## config.mk

```make
export PLATFORM = sky130hd
export DESIGN_NAME = stall_buffer
export DESIGN_NICKNAME = d
export VERILOG_FILES = /design/src/rtl/stall_buffer_pkg.sv /design/src/rtl/stall_buffer_mem.sv /design/src/rtl/stall_buffer.sv
export SDC_FILE = /design/constraint.sdc
export NUM_CORES = 1
export LEC_CHECK = 0
export CAP_MARGIN = 0
export CORE_ASPECT_RATIO = 0.8
export CORE_UTILIZATION = 40
export DETAILED_ROUTE_END_ITERATION = 16
export HOLD_SLACK_MARGIN = 0.02
export PLACE_DENSITY = 0.72
export SLEW_MARGIN = 20
export SYNTH_ARGS = -nofsm -noshare
export SYNTH_HDL_FRONTEND = slang
export SYNTH_SLANG_ARGS = --single-unit
```

## constraint.sdc

```tcl
create_clock -name clk_i -period 6.4 [get_ports clk_i]
set_clock_uncertainty 0.15 [all_clocks]
set_input_delay 1.92 -clock clk_i [delete_from_list [all_inputs] [get_ports clk_i]]
set_output_delay 1.92 -clock clk_i [all_outputs]
set_load 0.01 [all_outputs]
```

## src/rtl/stall_buffer_pkg.sv

```systemverilog
// Shared constants for the stall_buffer catch buffer: default word width and
// the pointer-width helper used to size the circular-buffer indices.
package stall_buffer_pkg;

  localparam int DATA_WIDTH_DEFAULT = 32;

  function automatic int ptr_width(input int depth);
    return (depth > 1) ? $clog2(depth) : 1;
  endfunction

endpackage

```

## src/rtl/stall_buffer_mem.sv

```systemverilog
// Depth x DataWidth register array for stall_buffer: one synchronous write
// port and one combinational read port; contents are never reset.
module stall_buffer_mem
  import stall_buffer_pkg::*;
#(
  parameter int DataWidth = DATA_WIDTH_DEFAULT,
  parameter int Depth     = 4,
  parameter int PtrW      = ptr_width(Depth)
) (
  input  logic                 clk_i,
  input  logic                 we_i,
  input  logic [PtrW-1:0]      waddr_i,
  input  logic [DataWidth-1:0] wdata_i,
  input  logic [PtrW-1:0]      raddr_i,
  output logic [DataWidth-1:0] rdata_o
);

  logic [DataWidth-1:0] mem_r [Depth];

  // Storage write port.
  always_ff @(posedge clk_i) begin
    if (we_i) begin
      mem_r[waddr_i] <= wdata_i;
    end
  end

  assign rdata_o = mem_r[raddr_i];

endmodule

```

## src/rtl/stall_buffer.sv

```systemverilog
// Receive-side catch buffer for a fixed-latency launch path: stores arriving
// words and raises stall early enough that every in-flight word finds room.
module stall_buffer
  import stall_buffer_pkg::*;
#(
  parameter int DataWidth = DATA_WIDTH_DEFAULT,
  parameter int Depth     = 4,
  parameter int Latency   = 1
) (
  input  logic                   clk_i,
  input  logic                   rst_i,
  input  logic                   flush_i,
  input  logic                   wr_valid_i,
  input  logic [DataWidth-1:0]   wr_data_i,
  output logic                   stall_o,
  output logic                   rd_valid_o,
  output logic [DataWidth-1:0]   rd_data_o,
  input  logic                   rd_ready_i,
  output logic [$clog2(Depth):0] count_o,
  output logic                   overflow_o
);

  localparam int PtrW = ptr_width(Depth);
  localparam int CntW = $clog2(Depth) + 1;
  localparam logic [CntW-1:0] DepthCnt = CntW'(Depth);
  // Latency entries stay reserved for words already launched.
  localparam logic [CntW-1:0] StallThr = CntW'(Depth - Latency);

  logic [PtrW-1:0] wr_ptr_r;
  logic [PtrW-1:0] rd_ptr_r;
  logic [CntW-1:0] count_r;
  logic [CntW-1:0] count_next_s;
  logic            rd_valid_r;
  logic            stall_r;
  logic            overflow_r;
  logic            read_fire_s;
  logic            write_fire_s;
  logic            drop_s;
  logic            mem_we_s;

  assign read_fire_s  = rd_valid_r && rd_ready_i;
  assign write_fire_s = wr_valid_i && ((count_r != DepthCnt) || read_fire_s);
  assign drop_s       = wr_valid_i && !write_fire_s;
  assign mem_we_s     = write_fire_s && !flush_i && !rst_i;

  // Occupancy after this cycle's read/write.
  always_comb begin
    count_next_s = count_r;
    if (write_fire_s && !read_fire_s) begin
      count_next_s = count_r + CntW'(1);
    end else if (read_fire_s && !write_fire_s) begin
      count_next_s = count_r - CntW'(1);
    end else begin
      count_next_s = count_r;
    end
  end

  // Pointers, occupancy and the flags registered from next occupancy.
  always_ff @(posedge clk_i) begin
    if (rst_i) begin
      wr_ptr_r   <= '0;
      rd_ptr_r   <= '0;
      count_r    <= '0;
      rd_valid_r <= 1'b0;
      stall_r    <= 1'b0;
      overflow_r <= 1'b0;
    end else if (flush_i) begin
      wr_ptr_r   <= '0;
      rd_ptr_r   <= '0;
      count_r    <= '0;
      rd_valid_r <= 1'b0;
      stall_r    <= 1'b0;
      overflow_r <= overflow_r;
    end else begin
      if (write_fire_s) begin
        wr_ptr_r <= wr_ptr_r + PtrW'(1);
      end
      if (read_fire_s) begin
        rd_ptr_r <= rd_ptr_r + PtrW'(1);
      end
      count_r    <= count_next_s;
      rd_valid_r <= (count_next_s != '0);
      stall_r    <= (count_next_s >= StallThr);
      overflow_r <= overflow_r | drop_s;
    end
  end

  stall_buffer_mem #(
    .DataWidth (DataWidth),
    .Depth     (Depth),
    .PtrW      (PtrW)
  ) u_mem (
    .clk_i   (clk_i),
    .we_i    (mem_we_s),
    .waddr_i (wr_ptr_r),
    .wdata_i (wr_data_i),
    .raddr_i (rd_ptr_r),
    .rdata_o (rd_data_o)
  );

  assign stall_o    = stall_r;
  assign rd_valid_o = rd_valid_r;
  assign count_o    = count_r;
  assign overflow_o = overflow_r;

endmodule

```

# Word-level counts from Yosys, hierarchy flattened
# Memory sizes are Yosys's and may differ from the RTL's. A register that Yosys moved wholly into a read port is not among the register bits.
# Index checks and enable logic that the tools add are counted.
[totals]
input_bits = 37
n_memories = 1
output_inout_bits = 38
mem_bits_rw = 128
latchBits = 0
mem_bits_ro = 0
wordCells = 34
ff_bits = 10
[mem_list]
columns = ["name", "depth", "word_bits", "read_ports", "rd_ports_with_merged_regs", "wr", "line", "rtl"]
rows = [
  ["u_mem.mem_r", 4, 32, 1, 1, 1, "stall_buffer_mem.sv:18", "logic [DataWidth-1:0] mem_r [Depth];"],
]
[classes]
add_sub_neg = 4
n_shift = 0
mul = 0
muxes = 6
order_cmp = 1
bitwise_logic = 1
reduce_logical = 14
div_mod_pow = 0
n_eq_ne = 1
[ops]
columns = ["op", "count"]
rows = [
  ["$logic_and 1x1->1", 7],
  ["$mux 3", 2],
  ["$add 2x1->2 const B", 2],
  ["$logic_not 1->1", 4],
  ["$mux 2", 2],
  ["$add 3x1->3 const B", 1],
  ["$ge 3x2->1 const B", 1],
  ["$ne 3x3->1 const B", 1],
  ["$reduce_bool 3->1", 1],
  ["$sub 3x1->3 const B", 1],
  ["$mux 1", 2],
  ["$reduce_or 2->1", 1],
  ["$logic_or 1x1->1", 1],
  ["$or 1x1->1", 1],
]

# Longest topological paths before layout
# Gate-level depths: netlist of the first run.
[logic_depth]
depth_word = 8
mapped_depth = 6
ltp_nobuf = 6

# Modules after synthesis
# Synthesis of the first run repeated with hierarchy kept, for this count alone.
[unflattened]
hier_cells = 228
area_unflattened_um2 = 5213.8
[by_module_without_submodules]
columns = ["mod", "cells_each", "seq_area_each_um2", "area_each_um2", "instances"]
rows = [
  ["stall_buffer_mem", 171, 3843.7, 4689.5, 1],
  ["stall_buffer", 57, 200.2, 524.3, 1],
]

# Worst setup path after synthesis of the first run
# No wires, ideal clock.
[synth_path]
path_type = "input-to-reg"
startpoint = "input port flush_i"
endpoint = "memory u_mem.mem_r[0][0] (netlist bit) (enable)"
path_buffers = 1
t_required_ns = 5.858
slack_ns = 2.503
cell_stages = 4
arrival_ns = 3.355
setup_time_ns = 0.392
cell_sequence = "or2_2 > clkbuf_1 > nor2_1 > and2_1"
[synth_via]
elab_chain_cells = 5
[synth_lines]
columns = ["item", "line", "rtl"]
rows = [
  ["start, declared", "stall_buffer.sv:12", "input logic flush_i,"],
  ["$logic_not 1->1", "stall_buffer.sv:44", "assign mem_we_s = write_fire_s && !flush_i && !rst_i;"],
  ["$logic_and 1x1->1 (2 in a row)", "stall_buffer.sv:44", ""],
  ["$mux 1", "stall_buffer_mem.sv:22", "if (we_i) begin"],
  ["$mux 1 (implied by the code)", "stall_buffer_mem.sv:23", "mem_r[waddr_i] <= wdata_i;"],
  ["end, declared", "stall_buffer_mem.sv:18", ""],
]
# No other way between the ends.

==> impl_summary.md, run 1 <==
Run status
The flow ran to the end, and the final reports show no timing, DRC or antenna violations.

Synth
In the synthesized netlist the dominant register cell turns out to be edfxtp_1. The share of the synthesized area in the top cell type is 0.734. The cell area that synthesis handed to floorplanning was 5240 um^2. The most frequent cell after synthesis is edfxtp_1. The library cell with the largest summed area after synthesis is edfxtp_1. Synthesis produced a netlist whose cell count is ~230. Of the synthesized area, sequential elements account for 0.780.

The number of register bits inferred by synthesis is 140. After synthesis, the cell types taking the most area are edfxtp_1 73%, mux4_2 14%, dfxtp_1 4.6%, ha_1 1.7%, nor2_1 0.65%. A synthesized cell averages approximately 23 um^2.

The distinct cell type count after synthesis is 30. The number of enable flip-flop cells after synthesis is roughly 130. The Yosys step of the flow raised 0 warnings. When the netlist entered floorplanning its net count stood at 276. Sorting the synthesized cells by how often they occur yields 128 x edfxtp_1, 32 x mux4_2, 12 x dfxtp_1, 9 x nor2_1, 7 x ha_1. The share of flip-flops with an asynchronous set or reset after synthesis is 0.

Power
The largest voltage drop on the vdd net is about 0.2 mV. Of the total power, the clock network draws 0.471. The analysis attributes to cell leakage a power of ~2.2 nW. The power density of the placed cells is between 300 and 400 nW/um^2. The share of total power dissipated in combinational logic is 0.045.

Summed over all nets, the switching power comes to 0.000390 W. The share of power burned in registers is 0.484. Internal power comes to 0.00171 W. Of the total power, the share spent switching nets is 0.186.

Worst setup path
The critical path required time is roughly 4.3 ns. STA puts the critical path data arrival time at about 2.6 ns. The largest driver fanout on the critical path is 19.

In this run the critical register-to-register path is launched from count_o[1]. The setup slack of the most critical reg-to-reg path is 3.97 ns. The largest single stage delay on the critical path is between 0.6 and 0.7 ns. The termination of the worst setup path is rd_data_o[16]. Traced cell by cell, the critical path runs through buf_4 -> mux4_2 -> clkdlybuf4s50_1. The setup path with the least slack is of type flip-flop to output port. Measured in cells, the most critical reg-to-reg path has a length of 6. The total buffers and inverters traversed by the critical path is 2. In this run the critical register-to-register path is captured at u_mem.mem_r[1][15]. For this design, the slowest cell found on the critical path is dfxtp_2. The worst setup path is captured at an output port. The logic depth of the worst path, buffers included is 3. The cell type group with the largest total delay on the critical path is buffers and inverters. The startpoint type of the worst setup path is a flip-flop.

Timing
The actual slew at the worst max-slew pin is slightly below 0.9 ns. The final max-slew violation count is 0. The number of hold violations in the final report came to 0. The final period utilization is 0.727. Setup repair after global routing left no endpoint under its margin.

Timing would allow up to about 210 MHz. For the final routed database, the setup TNS stands at 0 ns. The smallest clock period supported by the final layout is computed as roughly 4.7 ns. The normalized max-slew margin is 0.416.

Setup violations remaining at the end of the flow were counted as 0.

Die
The overall die width is 130 um. Pin placement for this block handled 75 I/O pins. The die height is ~100 um. The area of the die is ~14000 um^2. The effective utilization at floorplan is 0.420. The core region is about 12000 um^2. The number of rows created at floorplan is 36.

Global routing
The number of global-route vias before repair came to 2660. The first global-routing pass estimated 14100 um of wire. The largest net degree at the start of global routing is 33. The total congestion overflow is 0. The number of antenna violations at the first check in global routing came to 0.

The overall routing resource usage is 0.148.

Clock tree
The clock latency on the worst-skew pair is between 0.4 and 0.5 ns. The number of hold buffers added after CTS was 0. The deepest level of the CTS H-tree is 4.

TritonCTS built the clock tree. The clock net sink count is 140. The clock tree buffer depth is 2. The buffers inserted during post-CTS setup optimization is 0. The cell at the root of the clock tree is clkbuf_16. The number of gates resized after CTS was 0. The clock transition at the registers of the reported paths is ~0.050 ns. The total clock buffers created by CTS is 17.

Finish
Relative to the synthesized area, the layout overhead comes to 29.0%. The multi-input combinational cells in the finished layout cover a total of roughly 1100 um^2. The post-layout net count is 360. The area occupied by registers is 4090 um^2. After filler insertion, the fill cell instance count of the layout stands at 972.

The finished cells cover 6750 um^2. Of the cells placed in the final design, the portion with a size suffix greater than 1 is 0.216. The repair_antennas step left the layout with diodes totalling 0. The final core utilization is 0.541.

Route
The number of DRC violations after detailed-routing iteration 0 is roughly 150. Summing over every cut layer, the via total after detailed routing is 2447. The routed wire length is 8910 um. After detailed routing, the number of remaining DRC violations is 0. The number of vias per cell is about 5. The routed wire length per instance is 17.8 um. The detail route stage leaves a number of antenna-violating nets equal to 0.

The iteration count of the initial detailed-routing pass is 4.

Hold path
The worst hold path class is flip-flop to flip-flop.

Place
Summed over all nets, the half-perimeter wirelength after detailed placement is between 5000 and 6000 um. The routability congestion estimate from global placement is between 0.7 and 0.8. During placement, the flow inserted port buffers numbering 74. The total cell area at the placement stage is 6150 um^2.

Run
Max-cap violations in this run came to 0.
-- per-stage QoR --
| stage | cells | power, W | worst slack (ns) | hold WS, ns |
|---|---|---|---|---|
| 2_1_floorplan | 232 | 0.00107 | 2.50 | 0.335 |
| 3_3_place_gp | 468 | 0.00113 | 2.10 | 0.311 |
| 6_report | 500 | 0.00210 | 1.75 | 0.330 |
| 5_1_grt | 500 | 0.00216 | 1.55 | 0.358 |
| 3_5_place_dp | 468 | 0.00113 | 2.07 | 0.316 |
| 4_1_cts | 500 | 0.00212 | 1.65 | 0.335 |
-- layout make-up --
class	count	area share
clock buffer	18	0.0636
clock inverter	14	0.0261
inverter	4	0.00222
multi-input combinational	78	0.160
sequential	140	0.605
tap	171	0.0317
timing repair buffer	75	0.111
-- flip-flops by register name, indices dropped and copies added (netlist names), named ones only --
register     count
u_mem.mem_r    128
count_o          3
rd_ptr_r         2
wr_ptr_r         2
overflow_o       1
rd_valid_o       1
stall_o          1
-- worst min-delay path by stage --
stage	slack, ns	depth (start not counted)	startpoint	end
global placement	0.31	2	overflow_o	overflow_o
finish	0.33	2	overflow_o	overflow_o
global route	0.36	2	overflow_o	overflow_o
floorplan	0.33	2	rd_ptr_r[1]	flip-flop
CTS	0.33	2	overflow_o	overflow_o
detailed placement	0.32	2	overflow_o	overflow_o
-- cell usage in the layout (no fill, tap or decap) --
master | synthesis | layout
clkbuf_16 | 0 | 17
a21o_1 | 1 | 1
bufinv_16 | 0 | 4
nor2b_1 | 1 | 1
nand3_1 | 1 | 1
a31oi_4 | 1 | 1
a211o_1 | 2 | 2
clkinv_2 | 0 | 3
and2_2 | 0 | 4
buf_4 | 3 | 1
a21oi_1 | 1 | 1
or3_1 | 1 | 1
and2_1 | 5 | 1
xor2_1 | 1 | 1
ha_1 | 7 | 7
clkdlybuf4s50_1 | 0 | 74
a32oi_2 | 1 | 1
or2_2 | 1 | 1
nand2_1 | 3 | 3
dfxtp_1 | 12 | 10
clkinv_1 | 0 | 3
o21ai_1 | 1 | 1
clkinvlp_4 | 0 | 4
nor4b_1 | 1 | 1
dfxtp_2 | 0 | 2
nor2_1 | 9 | 9
a22oi_1 | 1 | 1
mux2i_1 | 3 | 3
edfxtp_1 | 128 | 128
mux4_2 | 32 | 32
inv_1 | 4 | 4
and2_4 | 1 | 1
xnor2_1 | 3 | 3
nand3b_1 | 1 | 1
clkbuf_1 | 2 | 1
-- metal layers --
metal / routed length, um / share of wire / up-vias / track usage
met5: 0 / 0 / - / 0
met4: 129 / 0.014 / 0 / 0.0623
met3: 553 / 0.062 / 13 / 0.0550
met2: 4300 / 0.48 / 67 / 0.230
met1: 3920 / 0.44 / 1246 / 0.185
li1: - / - / 1121 / -
-- worst register-to-register path, cell delays in order (launching register included) --
cell and delay [ns]:
dfxtp_1 0.41, inv_1 0.09, ha_1 0.20, nand2_1 0.09
o21ai_1 0.12, nor2_1 0.22, and2_2 0.76
-- power groups by stage --
stage | Clock (W) | Sequential, W | Combinational [W]
after floorplan | 0 | 0.00103 | 0.0000397
after global placement | 0 | 0.00103 | 0.0000930
after detailed placement | 0 | 0.00103 | 0.0000953
after CTS | 0.00101 | 0.00102 | 0.0000959
after global routing | 0.00105 | 0.00102 | 0.000103
final | 0.000989 | 0.00102 | 0.0000944
-- cells by family after synthesis --
kind of cell	synth area share
AO/OA/AOI/OAI	0.0153
XOR/XNOR	0.00669
adder cells (fa/ha/maj)	0.0167
buffers and inverters	0.0139
flip-flops	0.780
multiplexers	0.143
AND/OR/NAND/NOR	0.0239
Power figures use the tool's default switching activity.
==> inputs of run 2 (changes only) <==
--- a/config.mk
+++ b/config.mk
@@ -10,7 +10,7 @@
 export CORE_UTILIZATION = 40
 export DETAILED_ROUTE_END_ITERATION = 16
 export HOLD_SLACK_MARGIN = 0.02
-export PLACE_DENSITY = 0.72
+export PLACE_DENSITY = 0.74
 export SLEW_MARGIN = 20
 export SYNTH_ARGS = -nofsm -noshare
 export SYNTH_HDL_FRONTEND = slang
==> constraint.sdc (replaced) <==
create_clock -name clk_i -period 3.74 [get_ports clk_i]
set_clock_uncertainty 0.15 [all_clocks]
set_input_delay 1.122 -clock clk_i [delete_from_list [all_inputs] [get_ports clk_i]]
set_output_delay 1.122 -clock clk_i [all_outputs]
set_load 0.01 [all_outputs]
==> run 2 against run 1 <==
Against the previous run: routed wire length up 5.1%; cell count up 1.8%; die area unchanged; clock power up 81%; register-to-register slack worse by 2.5 ns; non-clock buffer count up 9; first-iteration DRC count up 57%; hold slack worse by 0.0028 ns; sequential share of layout area down 1.0 points; critical endpoint is now rd_data_o[21]; largest power group is now the clock network.
==> impl_summary.md, run 2 (synthesis gave the netlist of run 1 again) <==
Run status
Result of the run: completed (unchanged).

Timing
The normalized max-slew margin is 0.663 (was 0.416). The time the worst path needs with I/O delays and setup is around 3.5 ns. The actual slew at the worst max-slew pin is 0.505 ns (was 0.876 ns). The count of final setup violators was 0 (unchanged). Setup repair after global routing missed its margin: false (unchanged). The number of hold violations in the final report is 0 (unchanged). The final max-slew violation count is 0 (unchanged). The aggregate negative setup slack is 0 ns (unchanged).

Based on the critical path, the design can be clocked at up to 287 MHz. Of the available clock period, the critical path in the final layout requires 0.932.

Global routing
The number of global-route vias before repair is 2769 (was 2660). The largest net degree at the start of global routing came to 25 (was 33). The total congestion overflow is 0 (unchanged). The global-route wire length before repair is 15000 um (was 14100 um). The number of antenna violations at the first check in global routing is 0 (unchanged). The overall routing resource usage is 0.154 (was 0.148).

Die
The die height is 104 um (unchanged). The effective utilization at floorplan came to 0.420 (unchanged). The number of rows created at floorplan is 36 (unchanged). The overall die width is 130 um (unchanged). The area of the core was 12500 um^2 (unchanged). The area of the die is 13600 um^2 (unchanged). The boundary pin count came to 75 (unchanged).

Place
The number of placed instances with taps included is 477 (was 468). The routability congestion estimate from global placement is 0.745 (was 0.730). The count of buffers inserted at the top-level ports is 74 (unchanged). The HPWL after detailed placement is 5870 um (was 5420 um).

Finish
The number of flip-flops in the largest register is 128 (unchanged). The most common library cell in the layout ignoring fill and taps was edfxtp_1 (unchanged). Leading cell types in the layout, fill and taps excluded: 128 x edfxtp_1, 74 x clkdlybuf4s50_1, 32 x mux4_2 (unchanged).

The final core utilization is 0.551 (was 0.541). The number of diodes added for antenna fixing was 0 (unchanged). The register with the most flip-flops is u_mem.mem_r (unchanged). The final standard cell count with taps included and fillers excluded is 509 (was 500). The post-layout net count was 369 (was 360).

The share of layout cells above drive strength 1 is 0.234 (was 0.216). The growth of design area from synthesis to finish was 31.2% (was 29.0%).

Clock tree
The CTS tree was done (unchanged). The clock tree buffer depth is 2 (unchanged). The hold buffer count at CTS is 0 (unchanged).

The buffers inserted during post-CTS setup optimization is 0 (unchanged). The clock net sink count is 140 (unchanged). The clock latency on the worst-skew pair was 0.41 ns (about the same). The total clock buffers created by CTS was 17 (unchanged). The number of gates given a new drive strength after cts is 0 (unchanged). The clock transition at the registers of the reported paths is 0.06 ns (was 0.05 ns). The deepest level of the CTS H-tree came to 4 (unchanged). The cell at the root of the clock tree is clkbuf_16 (unchanged).

Route
The routed wire length per instance is 18.4 um (was 17.8 um). The total via count in the routed design is 2527 (was 2447). The iteration count of the initial detailed-routing pass is 4 (unchanged). The post-detailed-route count of antenna-violating nets is 0 (unchanged).

The detailed-route DRC error count came to 0 (unchanged). The number of vias per cell is 4.96 (was 4.89). The routed wire length is 9360 um (was 8910 um).

The number of DRC violations after detailed-routing iteration 0 is 229 (was 146).

Power
The reported leakage power is 2.22 nW (was 2.15 nW). The power density of the placed cells came to 537 nW/um^2 (was 311 nW/um^2). The largest voltage drop on the vdd net is 0.413 mV (was 0.203 mV).

Worst setup path
The type of destination of the critical path is an output port (unchanged). The launch point of the worst reg-to-reg path is count_o[0] (was count_o[1]). The critical path required time came to 2.47 ns (was 4.33 ns). The reg-to-reg critical path endpoint was u_mem.mem_r[2][19] (was u_mem.mem_r[1][15]). The arrival time at the worst endpoint is 2.21 ns (was 2.58 ns). The startpoint type of the worst setup path is a flip-flop (unchanged). The start-to-end type of the worst setup path is flip-flop to output port (unchanged). The length in cells of the worst reg-to-reg path is 7 (was 6). The setup slack of the most critical reg-to-reg path is 1.50 ns (was 3.97 ns).

The largest driver fanout on the critical path came to 21 (was 19).

Hold path
The hold path endpoint was overflow_o (unchanged). The number of cells on the worst hold path is 2 (unchanged). The worst hold path class is flip-flop to flip-flop (unchanged).

The hold path startpoint is overflow_o (unchanged).

Run
The number of maximum-capacitance constraint violations came to 0 (unchanged).
## run 2: worst max path at each step
stage                     cells past startpoint  slack [ns]        from                  to
after floorplan                               4        0.64     flush_i   u_mem.mem_r[0][0]
after global placement                        6        0.54  rd_ready_i  u_mem.mem_r[2][30]
after detailed placement                      6        0.43  rd_ready_i  u_mem.mem_r[2][16]
final                                         3        0.25   flip-flop       rd_data_o[21]
after CTS                                     3        0.19   flip-flop       rd_data_o[21]
after global routing                          3        0.13   flip-flop       rd_data_o[21]
## run 2: final cells by class
cell class / instances / area [um^2]
Inverter: 4 / 15.0
Timing Repair Buffer: 84 / 841
Tap cell: 171 / 214
Fill cell: 958 / 5610
Clock inverter: 13 / 198
Clock buffer: 19 / 433
Multi-Input combinational cell: 78 / 1080
Sequential cell: 140 / 4090
## run 2: metrics by stage
stage | worst slack [ns] | hold WS [ns] | cell area, um^2 | power, W
after global placement | 0.536 | 0.315 | 6240 | 0.00193
after CTS | 0.189 | 0.333 | 6870 | 0.00371
after global routing | 0.133 | 0.363 | 6870 | 0.00380
after detailed placement | 0.426 | 0.316 | 6240 | 0.00194
final | 0.254 | 0.327 | 6870 | 0.00369
after floorplan | 0.641 | 0.335 | 5240 | 0.00184
## run 2: layer usage
metal  GRT usage  vias to the layer above  share of wire
met3      0.0442                       13          0.053
met1       0.198                     1299           0.45
met4      0.0698                        0          0.012
met5           0                        -              0
met2       0.242                       83           0.49
li1            -                     1132              -
## run 2: critical path, stage by stage (launching register included)
cell and delay (ns):
dfxtp_2 0.33, buf_4 0.37, mux4_2 0.59, clkdlybuf4s50_1 0.50
## run 2: report_power, final
part / switching (W) / internal (W) / total [W]
Clock: 0.000611 / 0.00117 / 0.00179
Combinational: 0.0000713 / 0.0000952 / 0.000167
Sequential: 0.00000777 / 0.00173 / 0.00174
==> inputs of run 3 (changes only) <==
--- a/config.mk
+++ b/config.mk
@@ -10,7 +10,7 @@
 export CORE_UTILIZATION = 40
 export DETAILED_ROUTE_END_ITERATION = 16
 export HOLD_SLACK_MARGIN = 0.02
-export PLACE_DENSITY = 0.74
+export PLACE_DENSITY = 0.61
 export SLEW_MARGIN = 20
 export SYNTH_ARGS = -nofsm -noshare
 export SYNTH_HDL_FRONTEND = slang
==> run 3 against run 2 <==
Against the previous run: fmax up 2.8%; sequential share of layout area grew 0.28 points; sequential cell count is the same; hold slack gained 0.0026 ns; clock power shrank 10%; sequential power barely moved; critical endpoint is now rd_data_o[17]; largest power group is now registers.
==> impl_summary.md, run 3 (synthesis gave the netlist of run 1 again) <==
Global routing
The total congestion overflow is 0 (unchanged). The number of global-route vias before repair was 2698 (was 2769). The overall routing resource usage is 0.151 (was 0.154). The global-route wire length before repair is 14400 um (was 15000 um). The largest net degree at the start of global routing is 33 (was 25). The number of antenna violations at the first check in global routing is 0 (unchanged).

Die
The number of rows created at floorplan is 36 (unchanged). The area of the die is 13600 um^2 (unchanged). The boundary pin count was 75 (unchanged). The die height is 104 um (unchanged). The overall die width is 130 um (unchanged). The area of the core is 12500 um^2 (unchanged). The effective utilization at floorplan is 0.420 (unchanged).

Worst setup path
The startpoint type of the worst setup path was a flip-flop (unchanged). The arrival time at the worst endpoint came to 2.12 ns (was 2.21 ns). The start-to-end type of the worst setup path is flip-flop to output port (unchanged).

The largest driver fanout on the critical path was 32 (was 21). The type of destination of the critical path is an output port (unchanged). The critical path required time is 2.47 ns (about the same).

The launch point of the worst reg-to-reg path was count_o[0] (unchanged).

Finish
The cell area after layout is 6840 um^2 (was 6870 um^2). The number of diodes added for antenna fixing was 0 (unchanged). The register with the most flip-flops is u_mem.mem_r (unchanged).

Leading cell types in the layout, fill and taps excluded: 128 x edfxtp_1, 74 x clkdlybuf4s50_1, 32 x mux4_2 (unchanged). The number of flip-flops in the largest register was 128 (unchanged). The share of layout cells above drive strength 1 came to 0.218 (was 0.234). The count of filler cells inserted in the layout is 977 (was 958).

The most common library cell in the layout ignoring fill and taps is edfxtp_1 (unchanged). The area occupied by registers came to 4090 um^2 (unchanged). The post-layout net count is 367 (was 369). The growth of design area from synthesis to finish was 30.6% (was 31.2%). The area of the multi-input gates is 1080 um^2 (unchanged).

Route
The routed wire length per instance is 18.1 um (was 18.4 um). The number of DRC violations after detailed-routing iteration 0 is 149 (was 229). The post-detailed-route count of antenna-violating nets was 0 (unchanged).

The routed wire length was 9150 um (was 9360 um). The iteration count of the initial detailed-routing pass is 4 (unchanged). The number of vias per cell is 4.89 (was 4.96). The total via count in the routed design came to 2473 (was 2527). The detailed-route DRC error count was 0 (unchanged).

Timing
The time the worst path needs with I/O delays and setup is 3.39 ns (was 3.49 ns). The normalized max-slew margin is 0.761 (was 0.663). Setup repair after global routing missed its margin: false (unchanged). The aggregate negative setup slack was 0 ns (unchanged). The count of final setup violators was 0 (unchanged). The number of hold violations in the final report was 0 (unchanged). The final period utilization is 0.907 (was 0.932). The final worst slack is 0.350 ns (was 0.254 ns).

The upper clock frequency limit is 295 MHz (was 287 MHz). The final hold slack is 0.330 ns (was 0.327 ns). The final max-slew violation count is 0 (unchanged). The actual slew at the worst max-slew pin is 0.359 ns (was 0.505 ns).

Clock tree
The deepest level of the CTS H-tree is 4 (unchanged). The clock tree buffer depth is 2 (unchanged). The CTS tree is done (unchanged). The hold buffer count at CTS is 0 (unchanged). The buffers inserted during post-CTS setup optimization is 0 (unchanged).

The total clock buffers created by CTS is 17 (unchanged). The clock net sink count is 140 (unchanged). The cell at the root of the clock tree is clkbuf_16 (unchanged).

The clock transition at the registers of the reported paths came to 0.06 ns (about the same). The number of gates given a new drive strength after cts was 0 (unchanged). The clock latency on the worst-skew pair is 0.41 ns (about the same).

Place
The routability congestion estimate from global placement is 0.758 (was 0.745). The total cell area at the placement stage came to 6270 um^2 (was 6240 um^2). The post-placement setup slack is 0.469 ns (was 0.426 ns). The HPWL after detailed placement came to 5730 um (was 5870 um). The count of buffers inserted at the top-level ports is 74 (unchanged).

Hold path
The hold path startpoint is overflow_o (unchanged). The worst hold path class is flip-flop to flip-flop (unchanged).

Power
The largest voltage drop on the vdd net is 0.309 mV (was 0.413 mV). The reported leakage power is 2.20 nW (was 2.22 nW). The total chip power is 0.00352 W (was 0.00369 W). The power density of the placed cells was 514 nW/um^2 (was 537 nW/um^2).

Run
The number of maximum-capacitance constraint violations is 0 (unchanged).

Run status
Result of the run: completed (unchanged).
## run 3: metrics by stage
stage,std cells,utilization
after floorplan,232,-
after global placement,475,0.503
after detailed placement,475,0.503
after CTS,506,0.548
after global routing,506,0.548
final,506,0.548
## run 3: layout make-up
class | count | area share
clock buffer | 20 | 0.0639
inverter | 4 | 0.00220
timing repair buffer | 82 | 0.128
multi-input combinational | 78 | 0.158
clock inverter | 11 | 0.0185
sequential | 140 | 0.598
tap | 171 | 0.0313
## run 3: metal layers
metal  vias up  global-route usage  routed length [um]
met5         -                   0                   0
met4         0              0.0847                 122
met3        11              0.0437                 455
met2        75               0.225                4310
met1      1258               0.199                4270
li1       1129                   -                   -
## run 3: worst paths after layout
kind	to	slack (ns)	cells after the start
setup / recovery	rd_data_o[17]	0.35	3
hold reg to reg	overflow_o	0.33	2
hold / removal	overflow_o	0.33	2
setup reg to reg	u_mem.mem_r[3][10]	1.52	7
## run 3: power by group
group / leakage (nW) / internal, W / total (W) / switching, W
clock network: 0.271 / 0.00103 / 0.00161 / 0.000583
registers: 1.25 / 0.00173 / 0.00174 / 0.00000760
logic: 0.670 / 0.0000968 / 0.000169 / 0.0000726
## run 3: worst max-delay path: stages (launching register included)
cell and delay, ns:
dfxtp_2 0.34, buf_12 0.26, mux4_2 0.59, clkdlybuf4s50_1 0.50
